File: src/rtl/pid_tracker.sv
// pid_tracker: captures and validates the PID byte of each received USB packet and
// pushes it to the PID FIFO only when the packet ends cleanly. Build option PID_TRACKER_LEN_CHECK_EN.
//
// state    | meaning
// IDLE     | waiting for rx_sop
// PID_WAIT | packet started, PID byte not yet received
// BODY     | valid PID captured, counting payload bytes
// COMMIT   | write strobe cycle of a cleanly terminated packet
// DROP     | packet rejected, waiting for rx_eop or timeout
module pid_tracker #(
    parameter int unsigned TIMEOUT_CYCLES = 640,
    parameter int unsigned TO_W           = 10
) (
    input  logic       clk,
    input  logic       n_rst,
    input  logic       rx_sop,
    input  logic       rx_byte_valid,
    input  logic [7:0] rx_byte,
    input  logic       rx_eop,
    input  logic       rx_err,
    input  logic       fifo_full,
    output logic       fifo_w_enable,
    output logic [7:0] fifo_w_data,
    output logic       pid_err,
    output logic       overflow,
    output logic [7:0] drop_count,
    output logic [6:0] byte_count
);

`ifdef PID_TRACKER_LEN_CHECK_EN
    localparam bit LEN_CHECK = 1'b1;
`else
    localparam bit LEN_CHECK = 1'b0;
`endif

    // Down-counter reloaded on activity; reaching zero with another idle cycle is a timeout.
    localparam logic [TO_W-1:0] TO_LOAD = TO_W'(TIMEOUT_CYCLES - 1);

    typedef enum logic [2:0] {
        IDLE,
        PID_WAIT,
        BODY,
        COMMIT,
        DROP
    } state_t;

    state_t          state;
    logic [7:0]      pid_q;
    logic [TO_W-1:0] to_cnt;

    logic            pid_ok;
    logic            timeout;
    logic [6:0]      bc_inc;
    logic [7:0]      drop_inc;
    logic [7:0]      commit_pid;
    logic [6:0]      commit_cnt;
    logic            len_ok;

    always_comb begin
        pid_ok     = (rx_byte[7:4] == ~rx_byte[3:0]);
        timeout    = !rx_byte_valid && (to_cnt == '0);
        bc_inc     = (byte_count == 7'd127) ? byte_count : byte_count + 7'd1;
        drop_inc   = (drop_count == 8'd255) ? drop_count : drop_count + 8'd1;
        // A PID byte arriving together with rx_eop commits straight from PID_WAIT.
        commit_pid = (state == PID_WAIT) ? rx_byte : pid_q;
        commit_cnt = (state == PID_WAIT) ? 7'd1 : (rx_byte_valid ? bc_inc : byte_count);
        len_ok     = 1'b1;
        if (LEN_CHECK) begin
            case (commit_pid[1:0])
                2'b01:   len_ok = (commit_cnt == 7'd3);
                2'b10:   len_ok = (commit_cnt == 7'd1);
                default: len_ok = 1'b1;
            endcase
        end
    end

    always_ff @(posedge clk) begin
        if (n_rst) begin
            state         <= IDLE;
            pid_q         <= '0;
            to_cnt        <= '0;
            fifo_w_enable <= 1'b0;
            fifo_w_data   <= '0;
            pid_err       <= 1'b0;
            overflow      <= 1'b0;
            drop_count    <= '0;
            byte_count    <= '0;
        end else begin
            fifo_w_enable <= 1'b0;
            pid_err       <= 1'b0;
            if (rx_sop) begin
                // The COMMIT packet is already complete, so a new SYNC there is not an abort.
                if (state != IDLE && state != COMMIT) begin
                    drop_count <= drop_inc;
                end
                state      <= PID_WAIT;
                byte_count <= '0;
                to_cnt     <= TO_LOAD;
            end else begin
                case (state)
                    IDLE: begin
                        state <= IDLE;
                    end
                    PID_WAIT: begin
                        if (rx_byte_valid) begin
                            pid_q      <= rx_byte;
                            byte_count <= 7'd1;
                            to_cnt     <= TO_LOAD;
                            if (!pid_ok) begin
                                pid_err    <= 1'b1;
                                drop_count <= drop_inc;
                                state      <= rx_eop ? IDLE : DROP;
                            end else if (rx_err) begin
                                drop_count <= drop_inc;
                                state      <= rx_eop ? IDLE : DROP;
                            end else if (rx_eop) begin
                                if (!len_ok) begin
                                    drop_count <= drop_inc;
                                    state      <= IDLE;
                                end else begin
                                    state <= COMMIT;
                                    if (fifo_full) begin
                                        overflow <= 1'b1;
                                    end else begin
                                        fifo_w_enable <= 1'b1;
                                        fifo_w_data   <= commit_pid;
                                    end
                                end
                            end else begin
                                state <= BODY;
                            end
                        end else if (rx_eop) begin
                            pid_err    <= 1'b1;
                            drop_count <= drop_inc;
                            state      <= IDLE;
                        end else if (rx_err || timeout) begin
                            drop_count <= drop_inc;
                            state      <= DROP;
                            to_cnt     <= TO_LOAD;
                        end else begin
                            to_cnt <= to_cnt - 1'b1;
                        end
                    end
                    BODY: begin
                        if (rx_byte_valid) begin
                            byte_count <= bc_inc;
                            to_cnt     <= TO_LOAD;
                        end else begin
                            to_cnt <= to_cnt - 1'b1;
                        end
                        if (rx_err) begin
                            drop_count <= drop_inc;
                            state      <= rx_eop ? IDLE : DROP;
                            to_cnt     <= TO_LOAD;
                        end else if (rx_eop) begin
                            if (!len_ok) begin
                                drop_count <= drop_inc;
                                state      <= IDLE;
                            end else begin
                                state <= COMMIT;
                                if (fifo_full) begin
                                    overflow <= 1'b1;
                                end else begin
                                    fifo_w_enable <= 1'b1;
                                    fifo_w_data   <= commit_pid;
                                end
                            end
                        end else if (timeout) begin
                            drop_count <= drop_inc;
                            state      <= DROP;
                            to_cnt     <= TO_LOAD;
                        end
                    end
                    COMMIT: begin
                        state <= IDLE;
                    end
                    DROP: begin
                        if (rx_eop || timeout) begin
                            state <= IDLE;
                        end else if (rx_byte_valid) begin
                            to_cnt <= TO_LOAD;
                        end else begin
                            to_cnt <= to_cnt - 1'b1;
                        end
                    end
                    default: begin
                        state <= IDLE;
                    end
                endcase
            end
        end
    end

endmodule

File: config.mk
export PLATFORM = sky130hd
export DESIGN_NAME = pid_tracker
export DESIGN_NICKNAME = d
export VERILOG_FILES = /design/src/rtl/pid_tracker.sv
export SDC_FILE = /design/constraint.sdc
export NUM_CORES = 1
export LEC_CHECK = 0
export CORE_AREA = 3 3 79 136
export DETAILED_ROUTE_END_ITERATION = 7
export DIE_AREA = 0 0 82 139
export GPL_TIMING_DRIVEN = 0
export HOLD_SLACK_MARGIN = 0.05
export REMOVE_ABC_BUFFERS = 1
export SYNTH_ARGS = -nofsm -noshare
export SYNTH_HDL_FRONTEND = slang
export SYNTH_SLANG_ARGS = --single-unit
File: constraint.sdc
create_clock -name clk -period 2.3 [get_ports clk]
set_clock_uncertainty 0.15 [all_clocks]
set_input_delay 0.69 -clock clk [delete_from_list [all_inputs] [get_ports clk]]
set_output_delay 0.69 -clock clk [all_outputs]
set_load 0.01 [all_outputs]
After elaboration in Yosys (flattened, before gate mapping) --
Index checks and enable logic that the tools add are counted.
Operators by class: $add $sub $neg 3, equality and inequality tests 25, multiplexer cells 61, bitwise operators 3, reductions and logical operators 21
Operators by type and width (count):
- $mux W8 | 17
- $mux W10 | 9
- $pmux W8 S2 | 2
- $mux W3 | 10
- $pmux W10 S3 | 1
- $mux W7 | 3
- $ne A4 B4 Y1 const B | 4
- $mux W1 | 15
- $reduce_and A3 Y1 | 5
- $pmux W7 S2 | 1
- $ne A2 B2 Y1 const B | 6
- $logic_not A10 Y1 | 1
- $ne A5 B5 Y1 const B | 2
- $sub A10 B1 Y10 const B | 1
- $ne A3 B3 Y1 const B | 3
- $pmux W3 S3 | 1
- $reduce_bool A3 Y1 | 3
- $add A8 B1 Y8 const B | 1
- $eq A8 B8 Y1 const B | 1
- $reduce_and A4 Y1 | 2
- $add A7 B1 Y7 const B | 1
- $eq A7 B7 Y1 const B | 1
- $reduce_and A6 Y1 | 1
- $ne A5 B4 Y1 const B | 1
- 17 further kinds | 21
Storage, ports and cells: register bits 47, logic and storage cells 124

Longest topological paths before layout --
Gate-level depths: netlist of run 1.
depth after elaboration 8, depth in mapped cells 9

Least setup slack after synthesis of run 1 --
Ideal clock, no wire load.
path type input-to-reg, from input rx_byte_valid, to register drop_count[1], arrival 2.172 ns, data required time 2.022 ns, path slack -0.149 ns, stages 7, path buffers 1, path through buf_2 -> or4b_1 -> a211o_1 -> o221ai_4 -> nor2_1 -> mux2i_1 -> nor2_1
Between the ends: longest elaborated chain between the ends 5, elaborated cells on any way between the ends 10
Ends and longest elaborated chain:
- from (decl) | line 17 | input logic rx_byte_valid,
- $logic_not A1 Y1 | line 61 | timeout = !rx_byte_valid && (to_cnt == '0);
- $logic_and A1 B1 Y1 | line 61
- $logic_or A1 B1 Y1 | line 136 | end else if (rx_err || timeout) begin
- $ne A5 B4 Y1 (no source line)
- $reduce_and A6 Y1 (no source line)
- to (signal assigned) | line 134 | drop_count <= drop_inc;
- to (signal assigned) | line 137 | drop_count <= drop_inc;
- to (signal assigned) | line 152 | drop_count <= drop_inc;
- to (decl) | line 26 | output logic [7:0] drop_count,
Several ways; a longest one is shown, not always the timed one. A chain may end at the register's enable or synchronous reset.

Worst setup path after layout of run 1 --
from input rx_sop, to register drop_count[5]
Between the ends: longest elaborated chain between the ends 2, elaborated cells on any way between the ends 8
Ends and longest elaborated chain:
- from (decl) | line 16 | input logic rx_sop,
- $ne A5 B5 Y1 (no source line), or another cell as far along
- $reduce_and A6 Y1 (no source line)
- to (signal assigned) | line 94 | drop_count <= drop_inc;
- to (signal assigned) | line 111 | drop_count <= drop_inc;
- to (signal assigned) | line 114 | drop_count <= drop_inc;
Several ways; a longest one is shown, not always the timed one.

==> results of run 1 <==
## synth_stat cells (3+ instances only)
cell,instances,share of area (%)
nand2b_1,4,1.0
a21oi_1,11,2.3
ha_1,3,1.6
xnor2_1,7,2.5
a311oi_1,10,3.6
o22ai_1,3,0.78
xor2_1,8,2.9
a41oi_1,3,1.1
o21ai_0,5,1.0
mux2i_1,9,3.7
nor2b_1,3,0.78
nor3b_1,5,1.6
inv_1,6,0.93
dfxtp_1,47,39
nor4_1,3,0.78
nor3_1,13,2.7
clkbuf_1,9,1.4
buf_2,6,1.2
nor2_1,47,7.3
nand3_1,4,0.83
nand2_1,35,5.5
nand4_1,4,1.0
o21a_1,3,0.93
## per-layer routing
metal / vias up / part of all wire, %
met1: 1069 / 37
met5: - / 0
met3: 11 / 4.4
li1: 1105 / -
met4: 0 / 2.5
met2: 57 / 56
## metrics by stage
stage                     power [W]  setup TNS (ps)
after floorplan            0.000992               0
after global placement      0.00108          -34140
after detailed placement    0.00109          -35050
after CTS                   0.00181               0
after global routing        0.00189           -56.1
final                       0.00182               0
## worst min-delay path, delay by kind of cell, from the launching register on
family / cells / cell delay (ps)
flip-flops: 1 / 310
AO/OA/AOI/OAI: 1 / 80
AND/OR/NAND/NOR: 1 / 50
## power by group
group / leakage, nW / internal [W] / total [W] / switching, W
Combinational: 0.628 / 0.000108 / 0.000240 / 0.000131
Clock: 0.0669 / 0.000401 / 0.000711 / 0.000309
Sequential: 0.383 / 0.000836 / 0.000867 / 0.0000309
## sequential cells by signal, summed over array words and instances, names as in the netlist
register,cells
to_cnt,10
drop_count,8
fifo_w_data,8
pid_q,8
byte_count,7
state,3
fifo_w_enable,1
overflow,1
pid_err,1
## cell families (layout without fill, tap and decap cells)
kind of cell | after synthesis | count (layout)
AOI/OAI and AO/OA | 48 | 48
xor gates and xnor gates | 15 | 15
adders and majority gates | 3 | 3
buffers and inverters | 23 | 63
DFF | 47 | 47
muxes | 9 | 9
and+or+nand+nor | 142 | 143
## worst min path at each step
stage                     startpoint        endpoint  slack (ps)  cells after the start
final                       pid_q[0]  fifo_w_data[0]         330                      2
after floorplan             pid_q[0]  fifo_w_data[0]         300                      2
after CTS                   pid_q[1]  fifo_w_data[1]         330                      2
after global placement      pid_q[1]  fifo_w_data[1]         320                      2
after global routing        pid_q[1]  fifo_w_data[1]         350                      2
after detailed placement    pid_q[4]  fifo_w_data[4]         320                      2
## area by class of cell
| type | instances | area share (%) |
|---|---|---|
| inverter | 6 | 0.688 |
| tap | 125 | 4.78 |
| sequential | 47 | 28.8 |
| multi-input combinational | 218 | 46.8 |
| timing repair buffer | 49 | 14.6 |
| clock inverter | 2 | 0.382 |
| clock buffer | 6 | 3.94 |
## what timing repair did
action / in CTS / in global routing
resized for setup: 49 / 10
cloned: 1 / 0
setup buffers: 3 / 6
pin swaps: 13 / 4
setup endpoints to repair: 45 / 31
==> metrics.md, run 1 <==
| Metric | Value |
|---|---|
| Final ANT Viol Nets | 0 |
| Mux cell area share after synthesis | 3.74% |
| DRT Wirelength | around 6500 um |
| TritonCTS Buffers | 5 |
| Die Y | 139 um |
| Slew @ Worst Pin | a little over 700 ps |
| Routing usage on met2 | 22.0% |
| CP Capture Type | register |
| FF+latch count, synth | 47 |
| Hold Vio Cnt, Final | 0 |
| Avg WL per Cell | 14.4 um |
| Most frequent cells in the layout | 45 x dfxtp_1, 44 x nor2_1, 34 x nand2_1 |
| Hold buffers post-CTS | 0 |
| GRT Util Overall | roughly an eighth |
| Delay of the slowest critical-path stage | roughly 400 ps |
| Leak | 1.08 nW |
| Reg2Reg Depth | 9 |
| Busiest grt layer | met2 |
| Initial DRC count | approximately 90 |
| Worst-Skew Late Latency | between 200 and 300 ps |
| DRC violations left | 0 |
| Clk root buf | clkbuf_16 |
| Worst path slowest cell | or4_1 |
| Commonest non-fill, non-tap cell in the layout | dfxtp_1 |
| Nets | between 300 and 400 |
| H-Tree Depth | 2 |
| Xor and xnor area share after synthesis | around 5.5% |
| Synth Area in Simple Gates | 31.0% |
| Met3 Usage GRT | around 2.7% |
| Worst Setup Slack, final | between 70 and 80 ps |
| Grt ovf | 0 |
| Crit-path cells | clkdlybuf4s18_2 -> nor2b_1 -> a211oi_2 -> o221ai_4 -> buf_12 -> or4_1 -> a21oi_1 |
| Register area | 943 sq um |
| Yosys Warn Count | 0 |
| Largest family of logic cells by synthesized area | simple AND/OR/NAND/NOR gates |
| Clock buffer depth | 2 |
| Post-route cell area | 3270 sq um |
| Sequential area share after synthesis | roughly two fifths |
| Gpl congestion | around 0.77 |
| CTS Sinks | between 40 and 50 |
| Crit path from | rx_sop |
| Final slew viol count | 0 |
| Worst Path Buf+Inv | 2 |
| Final Cycle Share | a little over nine tenths |
| Post-synthesis cell type count | 53 |
| Peak supply drop | between 0.2 and 0.3 mV |
| CP Data Required Time | between 2000 and 2500 ps |
| RSZ-0062 raised after global routing | yes |
| Fmax | about 450 MHz |
| Finished Layout Cells | around 450 |
| Mapped Area | between 2000 and 2500 sq um |
| Compound-cell area share of the yosys netlist | between 10% and 20% |
| Post-synth EDFFs | 0 |
| Startpoint Class | primary input |
| Pwr dens | roughly 560 nW/um^2 |
| Maxcap violations | 0 |
| Pre-antenna DRT Iters | 4 |
| Family with the most delay on the worst path | compound AO/OA/AOI/OAI gates |
| Hold slack | 330 ps |
| Status | finished clean |
| Placed Cells | 435 |
| Mean Syn Cell Area | about 8.4 sq um |
| TritonCTS clock tree | yes |
| Clock slew at the register clock pins of the worst setup and hold paths | ~60 ps |
| Layout cells sized above 1 | between 10% and 20% |
| WP data arrival | about 2300 ps |
| CP Class | primary input to register |
| Met1 Use GR | around an eighth |
| Port Buffers | 40 |
| RR Startpoint | to_cnt[0] |
| Die X | 82 um |
| Hpwl dp | around 4600 um |
| Die area | 11400 sq um |
| Synth Area in Adders | under 10% |
| Async S/R FF share, synth | 0% |
| Via Count | about 2.2k |
| Fillers | ~1.0k |
| Final setup violation count | 0 |
| Capture point of the worst path | drop_count[5] |
| Worst R2R End | to_cnt[4] |
| Critical Path Stages | 7 |
| Hold Path Class | register to register |
| Post-route core utilization | between 30% and 40% |
| Placed inst area | around 2900 sq um |
| I/O Pins | 41 |
| Multi-input gate area | around 1500 sq um |
| Critical Path Fanout Max | 13 |
| Cells after Synth | between 200 and 300 |
| Largest net degree at the start of global routing | 36 |
| Area growth from synthesis to final layout | 35.9% |
| Vias in the first global route | 2266 |
| R2R setup slack | approximately 80 ps |
| Std cell rows | between 40 and 50 |
| Initial Utilization | approximately a quarter |
| Place WS | -1050 ps |
| Via-to-Cell Ratio | ~4.9 |
| Slew Limit Headroom | a little over half |
| First-pass GRT wire length | 10800 um |
| Minimum clock period | approximately 2200 ps |
| N_diodes | 0 |
| Synth Flop Type | dfxtp_1 |
| Core ar. | roughly 9800 sq um |
| Initial antenna violation count | 0 |
Power figures use the tool's default switching activity.
==> run 2, diff against run 1 <==
--- a/config.mk
+++ b/config.mk
@@ -10,7 +10,6 @@
 export DIE_AREA = 0 0 82 139
 export GPL_TIMING_DRIVEN = 0
 export HOLD_SLACK_MARGIN = 0.05
-export REMOVE_ABC_BUFFERS = 1
 export SYNTH_ARGS = -nofsm -noshare
 export SYNTH_HDL_FRONTEND = slang
 export SYNTH_SLANG_ARGS = --single-unit
==> constraint.sdc (replaced) <==
create_clock -name clk -period 1.8 [get_ports clk]
set_clock_uncertainty 0.15 [all_clocks]
set_input_delay 0.54 -clock clk [delete_from_list [all_inputs] [get_ports clk]]
set_output_delay 0.54 -clock clk [all_outputs]
set_load 0.01 [all_outputs]
==> run 2 against run 1 <==
Compared with the run above: the flow now finishes with violations (negative setup slack); global-route usage increased by 2.6 points; largest power group unchanged; register-to-register slack got worse by 350 ps; routed wire length increased by 26%; worst hold slack improved by 1.7 ps; via count increased by 12%; sequential share of layout area decreased by 4.6 points; die area unchanged; largest cell class unchanged; cell area increased by 21%.
==> metrics.md, run 2 (synthesis results as in run 1) <==
| Metric | Value |
|---|---|
| Pwr dens | around 630 nW/um^2 |
| Synth Net Count | 305 |
| Most frequent cells in the layout | 39 x nor2_1, 37 x dfxtp_1, 33 x buf_4 |
| Largest register FFs | 10 |
| Minimum clock period | 2070 ps |
| Initial DRC count | ~120 |
| Slew @ Worst Pin | 594 ps |
| WP data arrival | 2080 ps |
| Worst Setup Slack, final | -269 ps |
| Core ar. | 9850 sq um |
| CTS Sinks | 47 |
| Final ANT Viol Nets | 0 |
| TritonCTS Buffers | 5 |
| Clk root buf | clkbuf_16 |
| Reg with most FFs | to_cnt |
| Area growth from synthesis to final layout | 64.2% |
| CP Capture Type | register |
| Hold buffers post-CTS | 0 |
| Final Cycle Share | 115% |
| First-pass GRT wire length | 13000 um |
| Die Y | 139 um |
| Port Buffers | 37 |
| Fillers | 980 |
| Status | finished with violations |
| Fmax | between 400 and 500 MHz |
| Vias in the first global route | between 2k and 3k |
| Finished Layout Cells | 501 |
| CP Data Required Time | between 1500 and 2000 ps |
| I/O Pins | slightly above 40 |
| H-Tree Depth | 2 |
| Hpwl dp | about 5000 um |
| DRC violations left | 0 |
| Avg WL per Cell | ~16 um |
| Via Count | approximately 2.5k |
| Initial antenna violation count | 0 |
| Die X | around 82 um |
| Hold slack | 331 ps |
| Leak | around 1.5 nW |
| Worst-Skew Late Latency | between 200 and 300 ps |
| RSZ-0062 raised after global routing | yes |
| Critical Path Fanout Max | 5 |
| Startpoint Class | register |
| Gpl congestion | around 0.79 |
| TritonCTS clock tree | yes |
| Final setup violation count | 30 |
| Hold Vio Cnt, Final | 0 |
| GRT Util Overall | 14.6% |
| N_diodes | 0 |
| Register area | 956 sq um |
| Grt ovf | 0 |
| Std cell rows | between 40 and 50 |
| Commonest non-fill, non-tap cell in the layout | nor2_1 |
| Multi-input gate area | about 1800 sq um |
| Pre-antenna DRT Iters | 4 |
| Layout cells sized above 1 | about two fifths |
| Largest net degree at the start of global routing | 15 |
| Placed Cells | 449 |
| Clock buffer depth | 2 |
| Initial Utilization | ~24% |
| Failing checks | negative setup slack |
| Final slew viol count | 0 |
| Via-to-Cell Ratio | 4.99 |
| Hold Path Class | register to register |
| Die area | 11400 sq um |
| Maxcap violations | 0 |
| Slew Limit Headroom | 60.4% |
| Nets | roughly 400 |
| CP Class | register to register |
| Peak supply drop | approximately 0.47 mV |
| Clock slew at the register clock pins of the worst setup and hold paths | 70 ps |
| DRT Wirelength | slightly above 8000 um |
==> run 2: stage by stage <==
step / worst slack [ps] / setup TNS [ps] / cell area (sq um) / power, W / util [%]
2_1_floorplan: -445 / -4570 / 2510 / 0.00131 / -
3_3_place_gp: -923 / -32730 / 3030 / 0.00141 / 30.8
3_5_place_dp: -907 / -33150 / 3030 / 0.00142 / 30.8
4_1_cts: -275 / -5150 / 3790 / 0.00246 / 38.5
5_1_grt: -342 / -7350 / 3950 / 0.00258 / 40.1
6_report: -269 / -4590 / 3950 / 0.00249 / 40.1
==> run 2: cell type report <==
type / instances / area share, %
Tap cell: 125 / 3.96
Clock inverter: 2 / 0.316
Inverter: 6 / 0.570
Multi-Input combinational cell: 218 / 45.2
Clock buffer: 6 / 3.26
Buffer: 12 / 2.56
Timing Repair Buffer: 85 / 19.9
Sequential cell: 47 / 24.2
==> run 2: critical path: stages, from the launching register on <==
cell	delay, ps
dfxtp_2	330
inv_2	40
ha_4	160
nor4b_4	130
buf_4	160
a41oi_4	260
o21bai_4	120
buf_4	150
buf_6	100
o21a_1	170
o22ai_2	90
a21oi_1	80
==> run 2: worst paths after layout <==
kind,start,end,slack (ps),depth (start not counted)
worst max-delay path,to_cnt[1],to_cnt[2],-270,11
worst min-delay path,pid_q[2],fifo_w_data[2],330,2
worst max register to register,to_cnt[1],to_cnt[2],-270,11
worst min register to register,pid_q[2],fifo_w_data[2],330,2
==> run 2: power by group <==
part	internal [W]	total, W	switching [W]
clock network	0.000513	0.000916	0.000403
registers	0.00107	0.00111	0.0000372
logic	0.000230	0.000463	0.000233
total	0.00181	0.00249	0.000673
==> run 2: routing by layer <==
metal	vias up	GRT usage, %	wire length [um]	part of all wire, %
li1	1195	-	-	-
met1	1208	14.9	3020	37
met2	69	26.6	4540	55
met3	30	1.82	236	2.9
met4	0	9.19	417	5.1
met5	-	0	0	0
==> run 2: timing repair <==
action	CTS	global route
setup buffers	36	10
setup endpoints to repair	73	46
cloned	3	0
pin swaps	62	17
gates resized for setup	163	18
hold endpoints to repair	0	0
